===== src/rtl/frame_tx_1011.sv =====
// Serial frame transmitter: 4-bit preamble, DATA_W-bit payload (MSB first),
// then GAP_LEN idle zeros. All outputs are registered.
module frame_tx_1011 #(
  parameter int unsigned DATA_W   = 8,
  parameter logic [3:0]  PREAMBLE = 4'b1011,
  parameter int unsigned GAP_LEN  = 1
) (
  input  logic              CLK,
  input  logic              RST,
  input  logic [DATA_W-1:0] DIN,
  input  logic              LOAD,
  output logic              READY,
  output logic              OUT,
  output logic              BUSY,
  output logic              DONE,
  output logic [7:0]        FRAME_CNT
);

  localparam int unsigned CNT_W = 5;

  typedef enum logic [1:0] {
    IDLE = 2'd0,
    SYNC = 2'd1,
    DATA = 2'd2,
    GAP  = 2'd3
  } state_t;

  state_t              state_q, state_d;
  logic [CNT_W-1:0]    cnt_q, cnt_d;
  logic [DATA_W-1:0]   sh_q, sh_d;
  logic                out_q, out_d;
  logic                ready_q, ready_d;
  logic                busy_q;
  logic                done_q, done_d;
  logic [7:0]          frame_cnt_q, frame_cnt_d;
  logic [1:0]          pidx;

  // State and output registers; reset forces idle and clears the payload.
  always_ff @(posedge CLK) begin
    if (RST) begin
      state_q     <= IDLE;
      cnt_q       <= '0;
      sh_q        <= '0;
      out_q       <= 1'b0;
      ready_q     <= 1'b1;
      busy_q      <= 1'b0;
      done_q      <= 1'b0;
      frame_cnt_q <= 8'd0;
    end else begin
      state_q     <= state_d;
      cnt_q       <= cnt_d;
      sh_q        <= sh_d;
      out_q       <= out_d;
      ready_q     <= ready_d;
      busy_q      <= ~ready_d;
      done_q      <= done_d;
      frame_cnt_q <= frame_cnt_d;
    end
  end

  // Next-state and next-output logic. cnt_q counts the cycles left in the
  // current state after this one. A request seen in the final gap cycle
  // starts the next frame directly, so held LOAD gives back-to-back frames.
  always_comb begin
    state_d     = state_q;
    cnt_d       = cnt_q;
    sh_d        = sh_q;
    out_d       = 1'b0;
    ready_d     = 1'b0;
    done_d      = 1'b0;
    frame_cnt_d = frame_cnt_q;
    pidx        = 2'(cnt_q - CNT_W'(1));

    unique case (state_q)
      IDLE: begin
        if (LOAD) begin
          state_d = SYNC;
          sh_d    = DIN;
          out_d   = PREAMBLE[3];
          cnt_d   = CNT_W'(3);
        end else begin
          ready_d = 1'b1;
        end
      end

      SYNC: begin
        if (cnt_q == '0) begin
          state_d = DATA;
          out_d   = sh_q[DATA_W-1];
          sh_d    = sh_q << 1;
          cnt_d   = CNT_W'(DATA_W - 1);
        end else begin
          out_d = PREAMBLE[pidx];
          cnt_d = cnt_q - CNT_W'(1);
        end
      end

      DATA: begin
        if (cnt_q == '0) begin
          state_d     = GAP;
          done_d      = 1'b1;
          frame_cnt_d = frame_cnt_q + 8'd1;
          cnt_d       = CNT_W'(GAP_LEN - 1);
        end else begin
          out_d = sh_q[DATA_W-1];
          sh_d  = sh_q << 1;
          cnt_d = cnt_q - CNT_W'(1);
        end
      end

      GAP: begin
        if (cnt_q == '0) begin
          if (LOAD) begin
            state_d = SYNC;
            sh_d    = DIN;
            out_d   = PREAMBLE[3];
            cnt_d   = CNT_W'(3);
          end else begin
            state_d = IDLE;
            ready_d = 1'b1;
          end
        end else begin
          cnt_d = cnt_q - CNT_W'(1);
        end
      end

      default: begin
        state_d = IDLE;
        ready_d = 1'b1;
      end
    endcase
  end

  assign READY     = ready_q;
  assign BUSY      = busy_q;
  assign OUT       = out_q;
  assign DONE      = done_q;
  assign FRAME_CNT = frame_cnt_q;

endmodule


===== config.mk =====
export PLATFORM = sky130hd
export DESIGN_NAME = frame_tx_1011
export DESIGN_NICKNAME = d
export VERILOG_FILES = /design/src/rtl/frame_tx_1011.sv
export SDC_FILE = /design/constraint.sdc
export NUM_CORES = 1
export LEC_CHECK = 0
export CORE_UTILIZATION = 57
export DETAILED_ROUTE_END_ITERATION = 8
export PLACE_DENSITY_LB_ADDON = 0.08
export SLEW_MARGIN = 5
export SYNTH_ARGS = -nofsm -noshare
export SYNTH_HDL_FRONTEND = slang
export SYNTH_SLANG_ARGS = --single-unit

===== constraint.sdc =====
create_clock -name CLK -period 3.3 [get_ports CLK]
set_input_delay 0.66 -clock CLK [delete_from_list [all_inputs] [get_ports CLK]]
set_output_delay 0.66 -clock CLK [all_outputs]
set_load 0.005 [all_outputs]

== Word level (Yosys, flattened, before mapping) ==
Index checks and enable logic that the tools add are counted.

* Register bits: 27
* Bits in latches: 0
* Memory bits (writable): 0
* Bits in read-only memories: 0
* Input port bits: 11
* Output and inout port bits: 12
* Word-level logic and storage cells: 54
* Memories kept: 0

* $add $sub $neg: 2
* $mul: 0
* Div/mod/pow operators: 0
* Magnitude comparators: 1
* Equality and inequality tests: 8
* Shift operators: 0
* Mux-type cells: 27
* Bitwise logic cells: 2
* Reduce and logical (&&, ||, !) cells: 6

{| class="wikitable"
|+ Operators with widths
! cell !! count
|-
| $mux 8 || 4
|-
| $pmux 8 s4 || 1
|-
| $mux 5 || 4
|-
| $pmux 5 s4 || 1
|-
| $ne 2x2->1 const B || 5
|-
| $mux 1 || 9
|-
| $add 8x1->8 const B || 1
|-
| $mux 2 || 4
|-
| $pmux 2 s4 || 1
|-
| $logic_not 5->1 || 1
|-
| $sub 5x1->5 const B || 1
|-
| $eq 2x2->1 const B || 2
|-
| $pmux 1 s4 || 1
|-
| $reduce_and 4->1 || 1
|-
| $lt 2x3->1 const B || 1
|-
| $reduce_and 3->1 || 1
|-
| $bmux 1 s2 || 1
|-
| $eq 2x1->1 const B || 1
|-
| $logic_not 2->1 || 1
|-
| $not 1->1 || 2
|-
| $pmux 1 s2 || 1
|-
| $reduce_and 2->1 || 1
|-
| $reduce_or 2->1 || 1
|}

== Longest topological paths before layout ==
* Depth in word-level cells: 5
* Gate-level depth with buffers: 8
* Depth with buffers taken out: 6

== Worst setup path before layout ==
OpenSTA, ideal clock, no wires.

* Path kind: register -> register
* Start point: reg cnt_q[0]
* End point: reg sh_q[0]
* Setup time: 0.116 ns
* Arrival: 1.817 ns
* Data required time: 3.184 ns
* Slack: 1.367 ns
* Cell stages (with the launch flop): 9
* Cells stage by stage: dfxtp_1 -> inv_1 -> ha_1 -> or4b_4 -> buf_6 -> mux2i_4 -> buf_6 -> a21oi_1 -> a31o_2

* Word-level cells in the longest chain between the ends: 3

{| class="wikitable"
|+ Ends and longest elaborated chain
! what !! RTL line !! RTL
|-
| start, declared || 29 || <nowiki>logic [CNT_W-1:0] cnt_q, cnt_d;</nowiki>
|-
| start signal, assigned || 51 || <nowiki>cnt_q <= cnt_d;</nowiki>
|-
| $logic_not 5->1 (*) || 87, 99, 112 ||
|-
| $ne 2x2->1 (no source line) || - ||
|-
| $reduce_and 3->1 (no source line) (*) || - ||
|-
| end signal, assigned || 43 || <nowiki>sh_q <= '0;</nowiki>
|-
| end signal, assigned || 52 || <nowiki>sh_q <= sh_d;</nowiki>
|-
| end, declared || 30 || <nowiki>logic [DATA_W-1:0] sh_q, sh_d;</nowiki>
|}

Every way passes the cells marked *; elsewhere a longest branch is shown, timed or not.
A chain may end at the register's enable or synchronous reset.

== Final worst setup path ==
* Start point: reg cnt_q[1]
* End point: reg sh_q[2]

The elaborated chain is that of the path after synthesis.

==> flow_summary_export.csv <==
group,metric,value,unit
critical_path,path_depth,6,
yosys,seq_area_frac_synth,0.3705,
cts,cts_tree,"built",
critical_path,required,3550,ps
cts,hold_buffers,0,
critical_path,reg2reg_depth,6,
finish,antenna_cells,0,
routing,drc,0,
critical_path,path_cells,"inv_1 -> ha_1 -> or4b_4 -> mux2i_4 -> a21oi_1 -> a311oi_1",
cts,clk_pin_slew,160,ps
cts,clock_path_buffers,2,
critical_path,worstSetupEndpointType,"flop",
run_status,status,"complete, no violations",
die,core,0.002318,mm^2
yosys,synthSimpleGateAreaFrac,0.1938,
routing,drt-pass1-iter-count,4,
finish,layout-drive-gt1-share,0.09714,
yosys,netlist_instances,158,
global_routing,grt_pass1_vias,1098,
sta,max_freq,0.4624,GHz
routing,ant_nets,0,
critical_path,setup.worst_path.start_class,"flop",
sta,clock_skew,8.549,ps
sta,hold_ws,493.9,ps
critical_path,cp_top_family,"simple AND/OR/NAND/NOR gates",
yosys,synth.distinct_cells,41,
placed_design,place_inst,199,
critical_path,worstSetupPathType,"reg -> reg",
routing,post_drt_via_cell_ratio,5.906,
cts,cts_buffers,3,
yosys,synth_fp_nets,177,
min_path,hold_depth,2,
routing,wl,2795,um
placed_design,globalplace.congestion,0.7919,
placed_design,place_ws,1137,ps
die,rows,17,
critical_path,crit_slowest_cell,"or4b_4",
yosys,synth.area.mux_share,0.07033,
job,cap_violations,0,
cts,clock-root-buffer,"clkbuf_4",
yosys,synth_seq_cells,27,
critical_path,worst-path-buf-inv,1,
sta,rsz0062_at_grt,"false",
critical_path,r2r_setup_slack,1140,ps
sta,setup_violations,0,
yosys,synth_compound_area_frac,0.1930,
yosys,synth_fa_ha_area_frac,0.06861,
die,ios,23,
routing,dr.first_iter.drc_count,24,
sta,layout_setup_ws,1137,ps
sta,slew_headroom,0.5660,
sta,tightest_slew,648.9,ps
critical_path,worstPathMaxFanout,16,
global_routing,antenna_found_initial,0,
routing,wl_per_cell,13.77,um
min_path,hold_class,"reg -> reg",
finish,instances_no_fill,203,
global_routing,overflow,0,
sta,hold_viol,0,
finish,final_nets,195,
placed_design,io_buffers,22,
sta,slew_viol_final,0,
cts,ctsResizeCount,0,
placed_design,post-dp-hpwl,2037,um
yosys,synth_top_family_by_area,"simple AND/OR/NAND/NOR gates",
global_routing,track_usage,0.2280,
global_routing,grt_start_max_net_pins,19,
yosys,synth-xor-area-share,0.03602,
global_routing,grt_pass1_wl,4733,um
yosys,yosys_warnings,0,
die,start_util,0.6292,
yosys,syn_area_per_cell,9.234,um^2
critical_path,max_stage_delay,570,ps
cts,clk_latency,340,ps
die,die_x,52.59,um
routing,via_count,1199,
pwr,total_leakage_power,0.6214,nW
pwr,peakVddDrop,0.4696,mV
sta,min_period_over_period,0.6554,
critical_path,arrival,2410,ps
sta,post-route-min-period,2163,ps
sta,setup_tns,0,ps
die,fp.dieH,52.59,um
cts,post_cts_buffers,0,
yosys,syn_area,0.001459,mm^2
die,die_area,0.002766,mm^2
finish,area_growth,14.58,%
cts,htreeDepth,1,
pwr,power_density,804.6,mW/mm^2
cts,cts.sinks,27,
-- layer usage --
layer  wire length, um  up-vias  global-route usage
li1                  -      607                   -
met1              1384      559              0.2982
met2              1301       28              0.3840
met3                82        5             0.02899
met4                25        0             0.07456
met5                 0        -                   0
-- final timing paths --
path	startpoint	endpoint
max reg2reg	cnt_q[1]	sh_q[2]
max	cnt_q[1]	sh_q[2]
min reg2reg	FRAME_CNT[7]	FRAME_CNT[7]
min	FRAME_CNT[7]	FRAME_CNT[7]
-- cells in the mapped netlist (all sizes together) --
master / count / share of area
dfxtp: 27 / 0.37
a21oi: 16 / 0.057
nor2: 14 / 0.036
mux2i: 9 / 0.070
a311oi: 8 / 0.052
ha: 8 / 0.069
nand2: 7 / 0.018
o21ai: 7 / 0.024
clkbuf: 6 / 0.029
xor2: 6 / 0.036
inv: 5 / 0.013
a211oi: 4 / 0.021
buf: 4 / 0.026
nand3: 4 / 0.014
or2: 4 / 0.017
nand4: 3 / 0.013
nor3: 3 / 0.010
nor3b: 3 / 0.019
and2: 2 / 0.0086
nor2b: 2 / 0.0086
or3: 2 / 0.0086
a21o: 1 / 0.0051
a221oi: 1 / 0.0060
a31o: 1 / 0.0060
and3: 1 / 0.0043
and4b: 1 / 0.0069
nand2b: 1 / 0.0043
nor4: 1 / 0.0043
nor4b: 1 / 0.0060
o211ai: 1 / 0.0051
o22ai: 1 / 0.0043
o31a: 1 / 0.0069
o31ai: 1 / 0.0051
or3b: 1 / 0.0060
or4b: 1 / 0.0094
-- sequential cells by signal, indices dropped and copies added (netlist names) --
name / cells
FRAME_CNT: 8
OUT: 1
sh_q: 8
DONE: 1
BUSY: 1
state_q: 2
cnt_q: 5
READY: 1
-- kinds of logic (layout without fill, tap and decap cells) --
group / after synthesis / after routing
and+or+nand+nor: 51 / 51
AOI/OAI and AO/OA: 42 / 42
muxes: 9 / 9
xor gates and xnor gates: 6 / 6
adders and majority gates: 8 / 8
DFF: 27 / 27
buffers and inverters: 15 / 32
-- layout make-up --
| cell class | instances | area (um^2) |
|---|---|---|
| clock buffer | 3 | 22.52 |
| clock inverter | 1 | 7.507 |
| sequential | 27 | 540.5 |
| tap | 28 | 35.03 |
| timing repair buffer | 23 | 227.7 |
| inverter | 5 | 18.77 |
| fill | 185 | 646.9 |
| multi-input combinational | 116 | 819.5 |
-- stage by stage --
step                        util  instance area (um^2)  power (mW)
after floorplan                -                  1459       1.090
after global placement    0.7080                  1642       1.161
after detailed placement  0.7080                  1642       1.194
after CTS                 0.7210                  1672       1.344
after global routing      0.7210                  1672       1.446
final                     0.7210                  1672       1.345
-- tightest hold or removal path: stages, from the launching register on --
cell	delay (ps)
dfxtp_1	350
o21ai_0	70
a21oi_1	60
-- where the power goes --
part	leakage [nW]	switching, mW	internal [mW]
Clock	0.0139	0.105	0.0465
Combinational	0.386	0.400	0.322
Sequential	0.221	0.0630	0.408
-- placed cells by master, fill, tap and decap left out, types with 2 or more instances in the layout --
cell             Yosys  routed
dfxtp_1             27      27
clkdlybuf4s50_1      0      22
a21oi_1             15      15
nor2_1              14      14
mux2i_1              8       8
ha_1                 8       8
a311oi_1             7       7
o21ai_0              7       7
nand2_1              7       7
xor2_1               6       6
inv_1                5       5
or2_2                4       4
a211oi_1             4       4
nand3_1              4       4
nor3_1               3       3
nand4_1              3       3
clkbuf_4             0       3
nor3b_1              2       2
or3_1                2       2
nor2b_1              2       2
and2_1               2       2
No activity file was read; power rests on OpenSTA's default activity.
